--- config.mk ---
export PLATFORM = sky130hd
export DESIGN_NAME = register60_decimal
export DESIGN_NICKNAME = d
export VERILOG_FILES = /design/src/rtl/register_decimal_pkg.sv /design/src/rtl/register_decimal_wrappers.sv /design/src/rtl/register_decimal.sv
export SDC_FILE = /design/constraint.sdc
export NUM_CORES = 1
export LEC_CHECK = 0
export ABC_AREA = 1
export CAP_MARGIN = 20
export CORE_MARGIN = 2
export CORE_UTILIZATION = 47
export CTS_BUF_LIST = sky130_fd_sc_hd__clkbuf_8 sky130_fd_sc_hd__clkbuf_16
export CTS_CLUSTER_SIZE = 28
export DETAILED_ROUTE_END_ITERATION = 8
export PLACE_DENSITY = 0.83
export RECOVER_POWER = 100
export SLEW_MARGIN = 20
export SYNTH_ARGS = -nofsm -noshare
export SYNTH_HDL_FRONTEND = slang
export SYNTH_SLANG_ARGS = --single-unit
export TNS_END_PERCENT = 100
--- constraint.sdc ---
create_clock -name clk -period 1.9 [get_ports clk]
set_input_delay 0.19 -clock clk [delete_from_list [all_inputs] [get_ports clk]]
set_output_delay 0.19 -clock clk [all_outputs]
set_load 0.005 [all_outputs]
--- src/rtl/register_decimal_pkg.sv ---
// Shared types and moduli for the two-digit BCD time registers.
// Optional borrow output enabled by REGISTER_DECIMAL_BORROW_EN.
package register_decimal_pkg;

  typedef logic [3:0] bcd_t;

  localparam int MOD_HOURS  = 24;
  localparam int MOD_MINSEC = 60;

  function automatic bcd_t tens(input int v);
    return bcd_t'(v / 10);
  endfunction

  function automatic bcd_t units(input int v);
    return bcd_t'(v % 10);
  endfunction

endpackage

--- src/rtl/register_decimal_wrappers.sv ---


module register60_decimal
  import register_decimal_pkg::*;
(
  input  logic clk,
  input  logic rst,
  input  logic add,
  input  logic sub,
  input  logic hold,
  output bcd_t low,
  output bcd_t high,
  output logic cout
`ifdef REGISTER_DECIMAL_BORROW_EN
  , output logic bout
`endif
);

  register_decimal #(
    .MODULUS(MOD_MINSEC)
  ) u_reg (
    .clk  (clk),
    .rst  (rst),
    .add  (add),
    .sub  (sub),
    .hold (hold),
    .low  (low),
    .high (high),
    .cout (cout)
`ifdef REGISTER_DECIMAL_BORROW_EN
    , .bout (bout)
`endif
  );

endmodule

--- src/rtl/register_decimal.sv ---
// Two-digit BCD up/down counter, modulo MODULUS, cascadable via cout.
// Optional borrow output enabled by REGISTER_DECIMAL_BORROW_EN.
module register_decimal
  import register_decimal_pkg::*;
#(
  parameter int MODULUS = 60
) (
  input  logic clk,
  input  logic rst,
  input  logic add,
  input  logic sub,
  input  logic hold,
  output bcd_t low,
  output bcd_t high,
  output logic cout
`ifdef REGISTER_DECIMAL_BORROW_EN
  , output logic bout
`endif
);

  localparam bcd_t MAX_HI = tens(MODULUS - 1);
  localparam bcd_t MAX_LO = units(MODULUS - 1);

  generate
    if (MODULUS < 2 || MODULUS > 99) begin : g_bad_mod
      $error("register_decimal: MODULUS must be 2..99");
    end
  endgenerate

  // Initializers give a defined count before the first reset.
  bcd_t low_q  = '0;
  bcd_t high_q = '0;
  bcd_t low_d;
  bcd_t high_d;

  logic inc;
  logic dec;
  logic at_max;
  logic at_zero;

  always_comb begin
    inc     = add & ~sub & ~hold;
    dec     = sub & ~add & ~hold;
    at_max  = (high_q == MAX_HI) && (low_q == MAX_LO);
    at_zero = (high_q == 4'd0) && (low_q == 4'd0);
    low_d   = low_q;
    high_d  = high_q;
    if (inc) begin
      if (at_max) begin
        low_d  = 4'd0;
        high_d = 4'd0;
      end else if (low_q == 4'd9) begin
        low_d  = 4'd0;
        high_d = high_q + 4'd1;
      end else begin
        low_d  = low_q + 4'd1;
      end
    end else if (dec) begin
      if (at_zero) begin
        low_d  = MAX_LO;
        high_d = MAX_HI;
      end else if (low_q == 4'd0) begin
        low_d  = 4'd9;
        high_d = high_q - 4'd1;
      end else begin
        low_d  = low_q - 4'd1;
      end
    end
  end

  always_ff @(posedge clk) begin
    if (!rst) begin
      low_q  <= 4'd0;
      high_q <= 4'd0;
    end else begin
      low_q  <= low_d;
      high_q <= high_d;
    end
  end

  assign low  = low_q;
  assign high = high_q;
  // Carry is combinational so the next stage steps on the same edge.
  assign cout = inc & rst & at_max;
`ifdef REGISTER_DECIMAL_BORROW_EN
  assign bout = dec & rst & at_zero;
`endif

endmodule

==> run summary <==
The run finished with clean final reports. The synthesized design contains 8 register bits. The placeable core region came out at roughly 1500 µm².

The width of the die is roughly 45 µm. Dividing total power by cell area gives a power density of about 600 nW/µm². The startpoint type of the worst setup path is a register. For this run, the post-layout net count is about 160. The half-perimeter wire length after detailed placement is 1530 µm.

Leaving out fill and tap cells, the most frequent cells in the layout are sky130_fd_sc_hd__nand2_1, sky130_fd_sc_hd__nor2_1, sky130_fd_sc_hd__inv_1. The via count of the first global-routing pass came out at 815. The buffer cell driving the clock tree root is sky130_fd_sc_hd__clkbuf_8.

The number of setup buffers added after CTS is 0. The number of antenna violations at the first check in global routing is 0. The pin count of the biggest net entering global routing came out at 9. The cell with the largest stage delay on the worst path is sky130_fd_sc_hd__dfxtp_1. The CTS H-tree depth came out at 1. The smallest clock period supported by the final layout is computed as 1770 ps. The signal on the critical path passes through inv_1, ha_1, nand2_1, nor2_4, nand2_2, nor4_1, dlygate4sd2_1.

Global routing finished with a remaining overflow of 0. The post-synthesis cell count is around 130. TritonCTS built the clock tree.

The critical path required time is 1710 ps. The max-slew violation count came out at 0. The number of vias in the routed layout came out at approximately 890.

STA classifies the critical path endpoint as a primary output. The worst hold path class is in2reg. The worst setup path is of the reg2out kind.

The overall routed net length came out at between 2000 and 2500 µm. Synthesis produced a netlist with a net count of 137. The area growth from synthesis to layout came out at 27.9%. The number of standard-cell rows in the floorplan is 14. Averaged over all synthesized cells, the footprint is 6.28 µm². The final setup violation count is 0.

The number of max-capacitance violations reported is 0. The cell area after technology mapping is slightly below 800 µm². In this run the tool buffered the top-level ports with 13 buffer cells. The netlist uses 25 different library cells. The detail-routed net length per standard cell is about 12 µm.

The clock skew after layout came out at between 9 and 10 ps. The leakage dissipation is 0.494 nW. The highest fanout seen on the critical path is 3. The number of clock buffers added by TritonCTS is 3. The share of layout cells above drive strength 1 is approximately an eighth. The worst stage delay on the critical path came out at around 300 ps. At the pin with the least slew margin, the transition time is roughly 400 ps.

The final cycle utilization of the critical path came out at 93.0%. The clock sink count came out at 8. The worst max-slew margin expressed relative to the limit came out at around 73%. The post-detailed-placement cell area is slightly below 1000 µm². The maximum operating frequency came out at 0.566 GHz. Before antenna repair, the detailed router went through 4 iterations. The wire length of the first global-routing pass is roughly 3200 µm. The library cell used most frequently in the layout, excluding fill and tap cells, is sky130_fd_sc_hd__nand2_1. IR analysis of the VDD net gives a maximum drop of 0.355 mV. The total count of hold-check failures in the final report came to 0. In the routed layout, each cell is associated on average with a via count of roughly 5.4. The final design utilization came out at roughly two thirds. The congestion estimate from routability-driven global placement came to between 0.8 and 0.9. In this run the vertical extent of the chip is 44.9 µm. The finished cells cover about 1000 µm².

The starting density of the core is around half. In this run the remaining antenna-violating nets after routing total 0. The global routing usage summed across all routing layers is a little over a fifth. The clock latency of the later-clocked register in the worst-skew pair came out at ~240 ps. The tightest hold path in the finished design has a slack of ~600 ps.

Summing the sequential cell areas from Yosys gives around 20% of the chip area. The die covers between 2000 and 2500 µm². The number of antenna diodes in the final layout is 0. Setup repair after global routing left no endpoint under its margin.

The sum of negative setup slack is 0 ps. The number of placed I/O pins is 14. Yosys printed 0 warnings. The maximum buffer depth of the clock tree is 2. For the worst setup path, the data arrival time is between 1500 and 2000 ps. Summing internal, switching and leakage power gives about 0.60 mW. After clock tree synthesis, the clock-pin slew on the worst setup and hold paths is about 50 ps.

After detailed routing, the number of remaining DRC violations is 0. For this block, the initial DRC count from the detailed router was between 50 and 60.
==> Yosys cell counts <==
master                     instances  share of area [%]
sky130_fd_sc_hd__a21oi_1           2                1.3
sky130_fd_sc_hd__buf_4             1               0.96
sky130_fd_sc_hd__buf_6             1                1.4
sky130_fd_sc_hd__clkinv_4          1                1.1
sky130_fd_sc_hd__dfxtp_1           8                 20
sky130_fd_sc_hd__ha_1              7                 11
sky130_fd_sc_hd__inv_1            15                7.2
sky130_fd_sc_hd__inv_2             4                1.9
sky130_fd_sc_hd__nand2_1          28                 13
sky130_fd_sc_hd__nand2_2           1               0.80
sky130_fd_sc_hd__nand2_4           1                1.4
sky130_fd_sc_hd__nand3_1          10                6.4
sky130_fd_sc_hd__nand3_2           1                1.3
sky130_fd_sc_hd__nand3_4           1                2.2
sky130_fd_sc_hd__nand4_1           3                2.4
sky130_fd_sc_hd__nor2_1           22                 11
sky130_fd_sc_hd__nor2_4            1                1.4
sky130_fd_sc_hd__nor3_1            2                1.3
sky130_fd_sc_hd__nor4_1            1               0.80
sky130_fd_sc_hd__o211ai_1          2                1.9
sky130_fd_sc_hd__o21ai_0           5                3.2
sky130_fd_sc_hd__o21ai_1           3                1.9
sky130_fd_sc_hd__o21ai_2           2                2.2
sky130_fd_sc_hd__xnor2_1           2                2.2
sky130_fd_sc_hd__xor2_1            1                1.1
==> registers in the layout (all words and copies together) (netlist names) <==
register	flops
u_reg.low	4
u_reg.high	4
==> report_power, final <==
part           total (mW)  switching (mW)  internal [mW]
Sequential          0.191          0.0105          0.180
Combinational       0.195           0.113         0.0819
Clock               0.217          0.0787          0.138
Total               0.602           0.202          0.400
==> stage by stage <==
stage / setup WS, ps / cells
final: 132 / 165
after global routing: 38.0 / 165
after CTS: 133 / 165
after detailed placement: 43.3 / 162
after global placement: 92.0 / 162
after floorplan: 578 / 125
==> logic make-up (layout without fill, tap and decap cells) <==
| kind of cell | count (synthesis) | after routing | share of synthesized area (%) |
|---|---|---|---|
| flip-flops | 8 | 8 | 20.4 |
| buffers and inverters | 22 | 46 | 12.6 |
| AO/OA/AOI/OAI | 14 | 14 | 10.5 |
| adder cells (fa/ha/maj) | 7 | 7 | 11.2 |
| AND/OR/NAND/NOR | 71 | 71 | 41.9 |
| XOR/XNOR | 3 | 3 | 3.35 |
==> worst paths after layout <==
kind | from | end | slack (ps) | depth (start not counted)
worst max-delay path | u_reg.low[1] | cout | 130 | 7
worst min register to register | u_reg.high[1] | u_reg.high[1] | 640 | 3
worst max register to register | u_reg.low[0] | u_reg.high[3] | 150 | 9
worst min-delay path | rst | u_reg.low[3] | 610 | 3
==> per-layer routing <==
| layer | wire length, µm | vias to the layer above | share of wire, % | GRT usage (%) |
|---|---|---|---|---|
| met4 | 14 | 0 | 0.69 | 9.41 |
| met1 | 880 | 407 | 43 | 25.8 |
| met5 | 0 | - | 0 | 0 |
| met3 | 131 | 5 | 6.5 | 6.00 |
| met2 | 1000 | 30 | 49 | 36.8 |
| li1 | - | 449 | - | - |
==> worst max-delay path: cells and delay by family (launching register included) <==
family                     cells  cell delay [ps]
DFF                            1              300
buffers and inverters          2              370
adders and majority gates      1              200
and+or+nand+nor                4              480
==> area by class of cell <==
class / instances / area (µm²)
multi-input cells: 95 / 517
repair buffers: 23 / 185
inverters: 20 / 80.1
fillers: 149 / 538
flip-flops and latches: 8 / 160
clock buffers: 3 / 41.3
well taps: 16 / 20.0
==> repair_timing <==
action / 4_1_cts / 5_1_grt
resized for setup: 1 / 0
setup endpoints to repair: 1 / 0
hold endpoints to repair: 0 / 0
hold buffers: 0 / 0
(Power assumes the default switching activity.)
